### src/rtl/booth_pp_generator_if.sv
// Operand/partial-product bus for the radix-4 Booth partial-product generator.
// Groups the operand-side valid/ready handshake (in_valid, in_ready, a, b,
// in_tag) and the result-side handshake (out_valid, out_ready, pp, cpl,
// out_tag).
//   master : the producer of operands and consumer of partial products.
//   slave  : the generator itself.
// Parameters mirror the generator: W (operand width, even, >= 4), UNSIGNED
// (1 = unsigned operands), TAG_W (user tag width).
interface booth_pp_generator_if #(
  parameter int W        = 8,
  parameter int UNSIGNED = 0,
  parameter int TAG_W    = 8
);
  localparam int NUM_CPL  = W / 2;
  localparam int NUM_PP   = NUM_CPL + UNSIGNED;
  localparam int PP_WIDTH = W + 1;

  logic                in_valid;
  logic                in_ready;
  logic [W-1:0]        a;
  logic [W-1:0]        b;
  logic [TAG_W-1:0]    in_tag;
  logic                out_valid;
  logic                out_ready;
  logic [PP_WIDTH-1:0] pp [NUM_PP-1:0];
  logic [NUM_CPL-1:0]  cpl;
  logic [TAG_W-1:0]    out_tag;

  modport master (
    output in_valid, a, b, in_tag, out_ready,
    input  in_ready, out_valid, pp, cpl, out_tag
  );

  modport slave (
    input  in_valid, a, b, in_tag, out_ready,
    output in_ready, out_valid, pp, cpl, out_tag
  );
endinterface

### src/rtl/booth_pp_generator.sv
// Radix-4 Booth partial-product generator.
// Recodes the multiplier b into radix-4 digits combinationally at the input,
// selects/inverts the multiplicand per digit, and stores the resulting
// {pp, cpl, tag} in a 2-entry FIFO skid buffer feeding the compressor tree.
// Ports:
//   clk   : rising-edge clock
//   rst_n : asynchronous active-low reset; empties the buffer, clears outputs
//   bus   : booth_pp_generator_if.slave -- operand handshake in, partial
//           products out (pp[NUM_PP-1:0], cpl[NUM_CPL-1:0], out_tag)
module booth_pp_generator #(
  parameter int W        = 8,
  parameter int UNSIGNED = 0,
  parameter int TAG_W    = 8
) (
  input  logic                 clk,
  input  logic                 rst_n,
  booth_pp_generator_if.slave  bus
);
  localparam int NUM_CPL  = W / 2;
  localparam int NUM_PP   = NUM_CPL + UNSIGNED;
  localparam int PP_WIDTH = W + 1;
  localparam int BX_W     = 2 * NUM_PP + 1;

  typedef struct packed {
    logic [NUM_PP-1:0][PP_WIDTH-1:0] pp;
    logic [NUM_CPL-1:0]              cpl;
    logic [TAG_W-1:0]                tag;
  } entry_t;

  typedef enum logic [1:0] {
    EMPTY = 2'd0,
    ONE   = 2'd1,
    FULL  = 2'd2
  } state_t;

  // Radix-4 digit from the triplet (b[2i+1], b[2i], b[2i-1]).
  function automatic logic signed [2:0] booth_digit(input logic [2:0] t);
    logic signed [2:0] d;
    case (t)
      3'b001, 3'b010: d = 3'sd1;
      3'b011:         d = 3'sd2;
      3'b100:         d = -3'sd2;
      3'b101, 3'b110: d = -3'sd1;
      default:        d = 3'sd0;
    endcase
    return d;
  endfunction

  logic                       ext;
  logic [BX_W-1:0]            bx;
  logic signed [PP_WIDTH-1:0] a1;
  entry_t                     new_e;

  // b shifted up one place with b[-1] = 0 at bit 0; bits above the operand
  // replicate the sign (signed) or are zero (unsigned extra digit).
  assign ext = (UNSIGNED != 0) ? 1'b0 : bus.b[W-1];

  always_comb begin
    bx      = '0;
    bx[W:1] = bus.b;
    for (int k = W + 1; k < BX_W; k++) begin
      bx[k] = ext;
    end
  end

  assign a1 = (UNSIGNED != 0) ? $signed({1'b0, bus.a}) : $signed({bus.a[W-1], bus.a});

  for (genvar i = 0; i < NUM_PP; i++) begin : g_digit
    logic signed [2:0]          dig;
    logic signed [PP_WIDTH-1:0] mag;

    assign dig = booth_digit(bx[2*i +: 3]);
    assign mag = (dig == 3'sd0) ? '0 :
                 ((dig == 3'sd2) || (dig == -3'sd2)) ? (a1 <<< 1) : a1;
    // Negative digits send ~mag; the +1 completing the negation rides on cpl.
    assign new_e.pp[i] = dig[2] ? ~mag : mag;
    if (i < NUM_CPL) begin : g_cpl
      assign new_e.cpl[i] = dig[2];
    end
  end

  assign new_e.tag = bus.in_tag;

  state_t state_q, state_d;
  entry_t head_q, head_d;
  entry_t tail_q, tail_d;
  logic   in_ready_q, in_ready_d;
  logic   push, pop, out_valid;

  assign out_valid = (state_q != EMPTY);
  assign push      = bus.in_valid & in_ready_q;
  assign pop       = out_valid & bus.out_ready;

  always_comb begin
    state_d = state_q;
    head_d  = head_q;
    tail_d  = tail_q;
    case (state_q)
      EMPTY: begin
        if (push) begin
          state_d = ONE;
          head_d  = new_e;
        end
      end
      ONE: begin
        if (push && pop) begin
          head_d = new_e;
        end else if (push) begin
          state_d = FULL;
          tail_d  = new_e;
        end else if (pop) begin
          state_d = EMPTY;
        end
      end
      FULL: begin
        // in_ready is low here, so only a pop can happen.
        if (pop) begin
          state_d = ONE;
          head_d  = tail_q;
        end
      end
      default: state_d = EMPTY;
    endcase
    in_ready_d = (state_d != FULL);
  end

  // Buffer stage: occupancy, registered in_ready, head/tail entries
  always_ff @(posedge clk or negedge rst_n) begin
    if (!rst_n) begin
      state_q    <= EMPTY;
      in_ready_q <= 1'b1;
      head_q     <= '0;
      tail_q     <= '0;
    end else begin
      state_q    <= state_d;
      in_ready_q <= in_ready_d;
      head_q     <= head_d;
      tail_q     <= tail_d;
    end
  end

  assign bus.in_ready  = in_ready_q;
  assign bus.out_valid = out_valid;
  assign bus.cpl       = head_q.cpl;
  assign bus.out_tag   = head_q.tag;

  for (genvar i = 0; i < NUM_PP; i++) begin : g_out
    assign bus.pp[i] = head_q.pp[i];
  end
endmodule

### src/flat_wrapper.sv
// flat-port wrapper written by rule: the top's interface ports become plain ports
module booth_pp_generator_flat 
#(
  parameter int W        = 8,
  parameter int UNSIGNED = 0,
  parameter int TAG_W    = 8
)
  (clk, rst_n, bus_in_valid, bus_a, bus_b, bus_in_tag, bus_out_ready, bus_in_ready, bus_out_valid, bus_pp, bus_cpl, bus_out_tag);
  booth_pp_generator_if #(.W(W), .UNSIGNED(UNSIGNED), .TAG_W(TAG_W)) bus_i ();
  input  logic clk;
  input  logic rst_n;
  input wire logic [$bits(bus_i.in_valid)-1:0] bus_in_valid;
  input wire logic [$bits(bus_i.a)-1:0] bus_a;
  input wire logic [$bits(bus_i.b)-1:0] bus_b;
  input wire logic [$bits(bus_i.in_tag)-1:0] bus_in_tag;
  input wire logic [$bits(bus_i.out_ready)-1:0] bus_out_ready;
  output wire logic [$bits(bus_i.in_ready)-1:0] bus_in_ready;
  output wire logic [$bits(bus_i.out_valid)-1:0] bus_out_valid;
  output wire logic [$bits(bus_i.pp)-1:0] bus_pp;
  output wire logic [$bits(bus_i.cpl)-1:0] bus_cpl;
  output wire logic [$bits(bus_i.out_tag)-1:0] bus_out_tag;
  assign bus_i.in_valid = bus_in_valid;
  assign bus_i.a = bus_a;
  assign bus_i.b = bus_b;
  assign bus_i.in_tag = bus_in_tag;
  assign bus_i.out_ready = bus_out_ready;
  assign bus_in_ready = bus_i.in_ready;
  assign bus_out_valid = bus_i.out_valid;
  assign bus_pp = {>>{bus_i.pp}};
  assign bus_cpl = bus_i.cpl;
  assign bus_out_tag = bus_i.out_tag;
  booth_pp_generator #(.W(W), .UNSIGNED(UNSIGNED), .TAG_W(TAG_W)) u_core (.clk(clk), .rst_n(rst_n), .bus(bus_i));
endmodule
### config.mk
export PLATFORM = sky130hd
export DESIGN_NAME = booth_pp_generator_flat
export DESIGN_NICKNAME = d
export VERILOG_FILES = /design/src/rtl/booth_pp_generator_if.sv /design/src/rtl/booth_pp_generator.sv /design/src/flat_wrapper.sv
export SDC_FILE = /design/constraint.sdc
export NUM_CORES = 1
export LEC_CHECK = 0
export CORE_MARGIN = 3
export CORE_UTILIZATION = 49
export DETAILED_ROUTE_END_ITERATION = 16
export PLACE_DENSITY = 0.72
export SYNTH_ARGS = -nofsm -noshare
export SYNTH_HDL_FRONTEND = slang
export SYNTH_SLANG_ARGS = --single-unit
### constraint.sdc
create_clock -name clk -period 1.6 [get_ports clk]
set_input_delay 0.32 -clock clk [delete_from_list [all_inputs] [get_ports clk]]
set_output_delay 0.32 -clock clk [all_outputs]
set_load 0.005 [all_outputs]
# Word-level counts from Yosys, hierarchy flattened
# Cells that the tools add are included.
[classes]
eq_ne = 35
mux = 26
bitwise_logic = 7
n_reduce_logical = 20
[op_table]
columns = ["cell", "count"]
rows = [
  ["48-bit 2-to-1 mux", 3],
  ["48-bit one-hot mux with 3 select lines", 1],
  ["9-bit 2-to-1 mux", 8],
  ["3-bit == test (second input constant)", 13],
  ["9-bit NOT", 4],
  ["3-bit one-hot mux with 4 select lines", 3],
  ["8-bit 2-to-1 mux", 4],
  ["3-bit by 2-bit == test with 1-bit output (second input constant)", 10],
  ["3-bit logical NOT", 4],
  ["2-bit OR reduction", 6],
  ["2-bit 2-to-1 mux", 5],
  ["3-bit by 1-bit == test with 1-bit output (second input constant)", 3],
  ["3-bit one-hot mux with 3 select lines", 1],
  ["2-bit == test (second input constant)", 3],
  ["2-bit by 1-bit != test with 1-bit output (second input constant)", 3],
  ["2-bit one-hot mux with 3 select lines", 1],
  ["2-bit by 1-bit == test with 1-bit output (second input constant)", 2],
  ["1-bit logical OR", 4],
  ["4-bit AND reduction", 1],
  ["3-bit AND reduction", 1],
  ["3-bit nonzero test", 1],
  ["1-bit AND", 2],
  ["2-bit logical NOT", 1],
  ["2-bit != test (second input constant)", 1],
  ["3 further kinds", 3],
]
[word_totals]
in_bits = 28
word_cells = 102
regBits = 99
out_inout_bits = 50

# Logic depth before layout (Yosys ltp)
# Gate-level depths: netlist of run 1.
[depth]
depth_word = 11
depth_mapped = 8
ltp_nobuf = 6

# Worst setup path before layout of run 1
# OpenSTA, ideal clock, no wires.
[synth_path]
path_kind = "input -> register"
from = "input bus_b[5]"
to = "register u_core.head_q (netlist bit u_core.bus.pp[28])"
n_path_buf = 2
setup_slack_ns = -0.394
t_arrival_ns = 1.838
cell_stages = 8
t_required_ns = 1.444
path_cell_list = "clkbuf_1 inv_1 ha_1 buf_4 nor2_1 a32o_1 a221oi_1 a21oi_1"
[synth_via]
elab_chain_len = 11
word_cells_on_any_way = 20
[synth_lines]
columns = ["element", "line", "text"]
rows = [
  ["start: declaration", "flat_wrapper.sv:14", "input wire logic [$bits(bus_i.b)-1:0] bus_b;"],
  ["3-bit == test, or another cell as far along", "booth_pp_generator.sv:39", "case (t)"],
  ["2-bit OR reduction", "booth_pp_generator.sv:39", ""],
  ["3-bit one-hot mux with 4 select lines *", "booth_pp_generator.sv:39", ""],
  ["3-bit == test or 3-bit by 2-bit == test with 1-bit output (tied branches)", "booth_pp_generator.sv:74", "((dig == 3'sd2) || (dig == -3'sd2)) ? (a1 <<< 1) : a1;"],
  ["1-bit logical OR", "booth_pp_generator.sv:74", ""],
  ["8-bit 2-to-1 mux", "booth_pp_generator.sv:74", ""],
  ["9-bit 2-to-1 mux", "booth_pp_generator.sv:73", "assign mag = (dig == 3'sd0) ? '0 :"],
  ["9-bit NOT", "booth_pp_generator.sv:76", "assign new_e.pp[i] = dig[2] ? ~mag : mag;"],
  ["9-bit 2-to-1 mux *", "booth_pp_generator.sv:76", ""],
  ["48-bit 2-to-1 mux, on equally long branches", "booth_pp_generator.sv:106, booth_pp_generator.sv:100", ""],
  ["48-bit one-hot mux with 3 select lines *", "booth_pp_generator.sv:98", "case (state_q)"],
  ["end signal: assignment", "booth_pp_generator.sv:132", "head_q <= '0;"],
  ["end signal: assignment", "booth_pp_generator.sv:137", "head_q <= head_d;"],
  ["end: declaration", "booth_pp_generator.sv:85", "entry_t head_q, head_d;"],
]
# Every way passes the cells marked *; elsewhere a longest branch is shown, timed or not. The select of a mux whose other input is x is not followed.
# A chain may end at the register's enable or synchronous reset.

# Final worst setup path of run 1
[layout_path]
from = "register u_core.state_q[0]"
to = "register u_core.tail_q[30] (netlist name)"
[layout_via]
elab_chain_len = 5
word_cells_on_any_way = 6
[layout_lines]
columns = ["element", "line", "text"]
rows = [
  ["start: declaration", "booth_pp_generator.sv:84", "state_t state_q, state_d;"],
  ["start signal: assignment", "booth_pp_generator.sv:135", "state_q <= state_d;"],
  ["2-bit nonzero test", "booth_pp_generator.sv:90", "assign out_valid = (state_q != EMPTY);"],
  ["1-bit AND", "booth_pp_generator.sv:92", "assign pop = out_valid & bus.out_ready;"],
  ["1-bit logical AND", "booth_pp_generator.sv:106", "if (push && pop) begin"],
  ["1-bit NOT (no source line)", "n/a", ""],
  ["3-bit AND reduction (no source line) *", "n/a", ""],
  ["end signal: assignment", "booth_pp_generator.sv:138", "tail_q <= tail_d;"],
  ["end: declaration", "booth_pp_generator.sv:86", "entry_t tail_q, tail_d;"],
]
# Every way passes the cells marked *; elsewhere a longest branch is shown, timed or not.

==> impl_metrics.json, run 1 <==
{
  "sw_frac_of_total": 0.3755,
  "reg2reg_slack_ns": -0.16,
  "placed_area_um2": 6540,
  "slew_headroom": 0.6140,
  "area_growth_pct": 60.55,
  "via_count": 5555,
  "wire_per_inst_um": 24.41,
  "crit_path_end_kind": "flop",
  "nets": 735,
  "drt-initial-drc-count": 595,
  "cts.clk_slew.worst_paths_ns": 0.10,
  "avgViaCountPerCell": 6.582,
  "place.gp.congestion": 0.7808,
  "clockPowerShare": 0.155,
  "fmax_mhz": 568.4,
  "antenna_found_initial": 0,
  "place_hpwl_mm": 9.054,
  "ys_seq_area_frac": 0.4736,
  "num_antenna_cells": 0,
  "critPathTopFamily": "simple AND/OR/NAND/NOR gates",
  "dieArea_um2": 11960,
  "vdd_drop_max_v": 0.0008717,
  "r2r_cells": 8,
  "cp_max_fo": 8,
  "hp-class": "input port to async pin",
  "timing.final.crit_share": 1.100,
  "rows": 37,
  "violations": "negative setup slack",
  "path_cells": "buf_6 > buf_4 > nand2b_1 > or3_4 > buf_12 > clkbuf_16 > nand2_2 > nand2_1",
  "clkSinkCount": 99,
  "cts.path.max_buffers": 2,
  "wl_mm": 20.60,
  "fin_area_um2": 8403,
  "stdcell_count": 844,
  "cts_max_level": 3,
  "grtUsageMet3": 0.06048,
  "die_x_um": 109.4,
  "timing.final.hold_violations": 0,
  "drc": 0,
  "grt_pass1_vias": 5042,
  "synth_edf_count": 0,
  "cts_made_buffers": 9,
  "drt_first_pass_iters": 7,
  "syn_inst": 554,
  "fin_setup_tns_ns": -7.265,
  "rsz0062_at_grt": "yes",
  "path_class": "flop to flop",
  "period_needed_ns": 1.759,
  "setup_violations": 91,
  "io_pins": 78,
  "die_h_um": 109.4,
  "clock_skew_ns": 0.01014,
  "r2r-start": "u_core.state_q[0]",
  "synth_flop_cell": "dfrtp_1",
  "slowest_stage": "dfrtp_1",
  "avgSynthCellArea_um2": 9.447,
  "grtUsageTotal": 0.2847,
  "total_power_uw": 13100,
  "antenna_left": 0,
  "start_kind": "flop",
  "p_sw_uw": 4921,
  "dp_cells": 778,
  "grt.busiest_layer": "met2",
  "syn_area_um2": 5234,
  "initial_core_util": 0.5047,
  "drive_gt1_frac": 0.4167,
  "crit_arrival_ns": 2.05,
  "yosys_warnings": 0,
  "power.internal_uw": 8184,
  "use_met2": 0.4760,
  "p_leak_uw": 0.004028,
  "r2r-end": "u_core.tail_q[30]",
  "cts_tree": "built",
  "grt_use_met1": 0.3627,
  "seqPwrFrac": 0.354,
  "cp.buffers_inverters": 4,
  "synth-seq-cells": 99,
  "report.final.slew_viol_count": 0,
  "grt_max_degree": 56,
  "cts_root_buf": "clkbuf_8",
  "max_stage_delay_ns": 0.40,
  "comb_power_share": 0.491,
  "worst_pin_slew_ns": 0.5780,
  "power_density_nw_per_um2": 1560,
  "status": "complete, but fails checks",
  "coreArea_um2": 10370,
  "preCtsSetupSlack_ns": -0.7147,
  "synth_nets": 586,
  "yosysUniqueCellTypes": 46,
  "postSynth.asyncResetShare": 1.000,
  "clk_latency_ns": 0.40,
  "worst_slack_ns": -0.1593,
  "grt_pass1_wl_mm": 26.16,
  "grt-ovfl-total": 0,
  "portBuffers": 77,
  "cap_violations": 0,
  "crit_required_ns": 1.90
}
-- state kept, by name, summed over array words and instances, names as in the netlist --
register,cells
u_core.state_q,2
u_core.bus.cpl,4
u_core.bus.in_ready,1
u_core.bus.pp,36
u_core.bus.out_tag,8
u_core.tail_q,48
-- cell usage after synthesis, drive strengths merged, types with 3 or more instances --
cell | instances | area (um2)
a22oi | 7 | 52.55
nand2 | 101 | 381.6
or4 | 8 | 60.06
clkbuf | 20 | 75.07
nor4b | 15 | 146.4
a31oi | 12 | 75.07
nor3 | 3 | 15.01
o21ai | 47 | 235.2
a21o | 24 | 180.2
a221oi | 21 | 183.9
a32o | 7 | 70.07
mux2i | 17 | 170.2
ha | 4 | 50.05
xor2 | 18 | 157.7
buf | 34 | 211.4
inv | 5 | 18.77
a211oi | 25 | 212.7
nand3 | 7 | 35.03
dfrtp | 98 | 2452
a21oi | 15 | 75.07
nor2 | 43 | 161.4
nor2b | 5 | 33.78
-- metal layers --
metal | up-vias | routed length, um | part of all wire
met5 | - | 0 | 0
met4 | 0 | 1050 | 0.051
met3 | 113 | 1756 | 0.085
met2 | 377 | 10260 | 0.50
met1 | 2772 | 7540 | 0.37
li1 | 2293 | - | -
-- cell families after synthesis --
group                    Yosys count  share of synthesized area
buffers and inverters             59                    0.05833
flip-flops                        99                     0.4736
AND/OR/NAND/NOR                  190                     0.1705
XOR/XNOR                          20                    0.03347
AO/OA/AOI/OAI                    165                     0.2221
multiplexers                      17                    0.03251
adder cells (fa/ha/maj)            4                   0.009563
-- cell usage in the layout, fill, tap and decap left out, drive strengths merged, types with 3 or more instances in the layout --
master / Yosys / final
a211oi: 25 / 25
a21o: 24 / 24
a21oi: 15 / 15
a221oi: 21 / 21
a22oi: 7 / 7
a31oi: 12 / 12
a32o: 7 / 7
buf: 34 / 113
bufinv: 0 / 3
clkbuf: 20 / 17
clkdlybuf4s50: 0 / 30
dfrtp: 98 / 98
dlygate4sd2: 0 / 8
dlymetal6s2s: 0 / 35
ha: 4 / 4
inv: 5 / 5
mux2i: 17 / 17
nand2: 101 / 101
nand3: 7 / 7
nor2: 43 / 43
nor2b: 5 / 5
nor3: 3 / 3
nor4b: 15 / 15
o21ai: 47 / 47
or4: 8 / 8
xor2: 18 / 18
-- power by group through the flow --
stage | Clock [uW] | Sequential (uW) | Combinational [uW]
2_1_floorplan | 0 | 4260 | 1980
3_3_place_gp | 0 | 4300 | 3800
3_5_place_dp | 0 | 4370 | 3920
4_1_cts | 1980 | 4330 | 5060
5_1_grt | 2140 | 4730 | 6810
6_report | 2030 | 4640 | 6430
-- layout make-up --
class	instances	area [um2]
clock buffers	12	145.1
multi-input cells	396	3357
clock inverters	4	97.59
repair buffers	192	2130
fillers	582	1967
flip-flops and latches	99	2480
inverters	5	23.77
well taps	136	170.2
-- how the worst max path moves through the flow --
stage                                 start           endpoint  cells after the start
after detailed placement           bus_b[5]  u_core.tail_q[44]                      6
after global routing      u_core.state_q[1]  u_core.bus.cpl[1]                      7
after floorplan                    bus_b[5]  u_core.tail_q[47]                      7
final                     u_core.state_q[0]  u_core.tail_q[30]                      8
after global placement             bus_b[5]  u_core.tail_q[41]                      6
after CTS                 u_core.state_q[0]  u_core.bus.pp[10]                      7
-- stage by stage --
step / hold WS, ns / utilization
after floorplan: 0.02441 / -
after detailed placement: 0.2845 / 0.6307
after global placement: 0.2892 / 0.6307
after CTS: 0.4253 / 0.7292
final: 0.3971 / 0.8103
after global routing: 0.4247 / 0.8103
-- repair_timing --
item / in CTS / in global routing
setup endpoints to repair: 88 / 131
cloned: 14 / 2
hold endpoints to repair: 26 / 0
resized for setup: 115 / 196
pin swaps: 23 / 57
hold buffers: 1 / 0
setup buffers: 16 / 20
Power figures use the tool's default switching activity.
==> inputs of run 2 (changes only) <==
--- a/config.mk
+++ b/config.mk
@@ -5,10 +5,11 @@
 export SDC_FILE = /design/constraint.sdc
 export NUM_CORES = 1
 export LEC_CHECK = 0
-export CORE_MARGIN = 3
+export CORE_MARGIN = 2
 export CORE_UTILIZATION = 49
 export DETAILED_ROUTE_END_ITERATION = 16
 export PLACE_DENSITY = 0.72
+export SETUP_SLACK_MARGIN = 0.05
 export SYNTH_ARGS = -nofsm -noshare
 export SYNTH_HDL_FRONTEND = slang
 export SYNTH_SLANG_ARGS = --single-unit
==> impl_metrics.json, run 2 (synthesized netlist as in run 1, its figures left out) <==
{
  "status": "complete, but fails checks",
  "violations": "negative setup slack",
  "vdd_drop_max_v": 0.0007703,
  "rows": 37,
  "drc": 0,
  "num_antenna_cells": 0,
  "clock_skew_ns": 0.01353,
  "r2r_cells": 8,
  "antenna_found_initial": 0,
  "slew_headroom": 0.6471,
  "timing.final.hold_violations": 0,
  "cts.clk_slew.worst_paths_ns": 0.11,
  "fill_cells": 638,
  "clkSinkCount": 99,
  "register_area_um2": 2480,
  "grt_max_degree": 43,
  "setup_violations": 91,
  "hp-class": "input port to async pin",
  "wire_per_inst_um": 19.55,
  "fmax_mhz": 573.0,
  "cts_made_buffers": 9,
  "postLayoutCoreUtil": 0.7776,
  "crit_path_end_kind": "flop",
  "grt_pass1_vias": 4916,
  "clk_latency_ns": 0.39,
  "dieArea_um2": 11520,
  "drt_first_pass_iters": 5,
  "grt-ovfl-total": 0,
  "max_flop_register": "u_core.tail_q",
  "worst_slack_ns": -0.1451,
  "path_class": "flop to flop",
  "cts_root_buf": "clkbuf_8",
  "cts_max_level": 3,
  "area_growth_pct": 54.08,
  "avgViaCountPerCell": 6.011,
  "rsz0062_at_grt": "yes",
  "multi_input_area_um2": 3152,
  "cts.path.max_buffers": 2,
  "cp_max_fo": 7,
  "grt_pass1_wl_mm": 24.70,
  "crit_arrival_ns": 2.04,
  "via_count": 5103,
  "coreArea_um2": 10370,
  "worst_pin_slew_ns": 0.5288,
  "drive_gt1_frac": 0.4053,
  "cap_violations": 0,
  "grtUsageTotal": 0.2737,
  "timing.final.crit_share": 1.091,
  "layout_common_cells": "dfrtp_1, buf_4, nand2_1",
  "portBuffers": 77,
  "antenna_left": 0,
  "nets": 740,
  "largest_register_ffs": 48,
  "place.gp.congestion": 0.7890,
  "place_hpwl_mm": 8.861,
  "fin_setup_tns_ns": -5.351,
  "cts_tree": "built",
  "report.final.slew_viol_count": 0,
  "initial_core_util": 0.5047,
  "power_density_nw_per_um2": 1471,
  "period_needed_ns": 1.745,
  "final_common_cell": "dfrtp_1",
  "crit_required_ns": 1.90,
  "die_x_um": 107.4,
  "die_h_um": 107.4,
  "io_pins": 78,
  "wl_mm": 16.60,
  "start_kind": "flop",
  "p_leak_uw": 0.003781,
  "drt-initial-drc-count": 371
}
## run 2: cell types whose count changed in the layout (fill, tap and decap cells not counted), moves of 6 or more
cell and change:
nor2_1 +6, buf_6 +6, o21ai_2 +10, nor2_4 -6, nand2_4 -8, a211oi_2 -6
clkdlybuf4s50_1 -9, dlymetal6s2s_1 -30, dlygate4sd2_1 +40, nand2_2 +6, a211oi_1 +8
## run 2: area by class of cell
class | count | share of cell area
inverter | 5 | 0.002948
timing repair buffer | 197 | 0.2523
tap | 136 | 0.02110
clock buffer | 11 | 0.01753
clock inverter | 5 | 0.007758
multi-input combinational | 396 | 0.3908
sequential | 99 | 0.3075
## run 2: worst paths after layout
kind | endpoint | slack, ns | from
worst max-delay path | u_core.bus.out_tag[7] | -0.15 | u_core.bus.in_ready
worst min-delay path | u_core.bus.pp[31] | 0.41 | rst_n
worst max register to register | u_core.bus.out_tag[7] | -0.15 | u_core.bus.in_ready
worst min register to register | u_core.bus.pp[5] | 0.48 | u_core.bus.pp[5]
max in group asynchronous | u_core.bus.pp[15] | 0.62 | rst_n
min in group clk | u_core.state_q[1] | 0.44 | bus_out_ready
## run 2: through the flow
| step | hold slack, ns | worst slack, ns | total power (uW) | cell area [um2] | instances |
|---|---|---|---|---|---|
| after detailed placement | 0.2795 | -0.6806 | 8303 | 6550 | 783 |
| after global placement | 0.2698 | -0.6008 | 8132 | 6550 | 783 |
| after global routing | 0.4307 | -0.1863 | 12510 | 8064 | 849 |
| after CTS | 0.3910 | -0.08257 | 10950 | 7570 | 843 |
| final | 0.4072 | -0.1451 | 11860 | 8064 | 849 |
| after floorplan | 0.02441 | -0.04622 | 6249 | 5356 | 554 |
## run 2: metal layers
metal  track usage  share of wire  wire length, um  vias up
met2        0.4408           0.50             8227      218
met5             0              0                0        -
met4       0.09982          0.023              383        0
li1              -              -                -     2312
met3       0.04177          0.065             1076       43
met1        0.3769           0.42             6914     2530
## run 2: report_power, final
part / internal [uW] / switching [uW]
sequential: 3660 / 826
clock: 775 / 934
combinational: 3090 / 2580
## run 2: critical path: stages, from the launching register on
cell and delay (ns):
dfstp_2 0.55, buf_6 0.09, nand2_4 0.06, buf_6 0.13, o32ai_4 0.27, buf_6 0.18, clkbuf_16 0.17, nor2_2 0.04
a31oi_1 0.16
## run 2: what timing repair did
item                                    CTS  global route
pin swaps                                37            42
hold endpoints to repair                 26             0
hold buffers                              1             0
cloned                                   11             4
buffers inserted                         32             4
endpoints found under the setup margin  146           101
resized for setup                       186           102
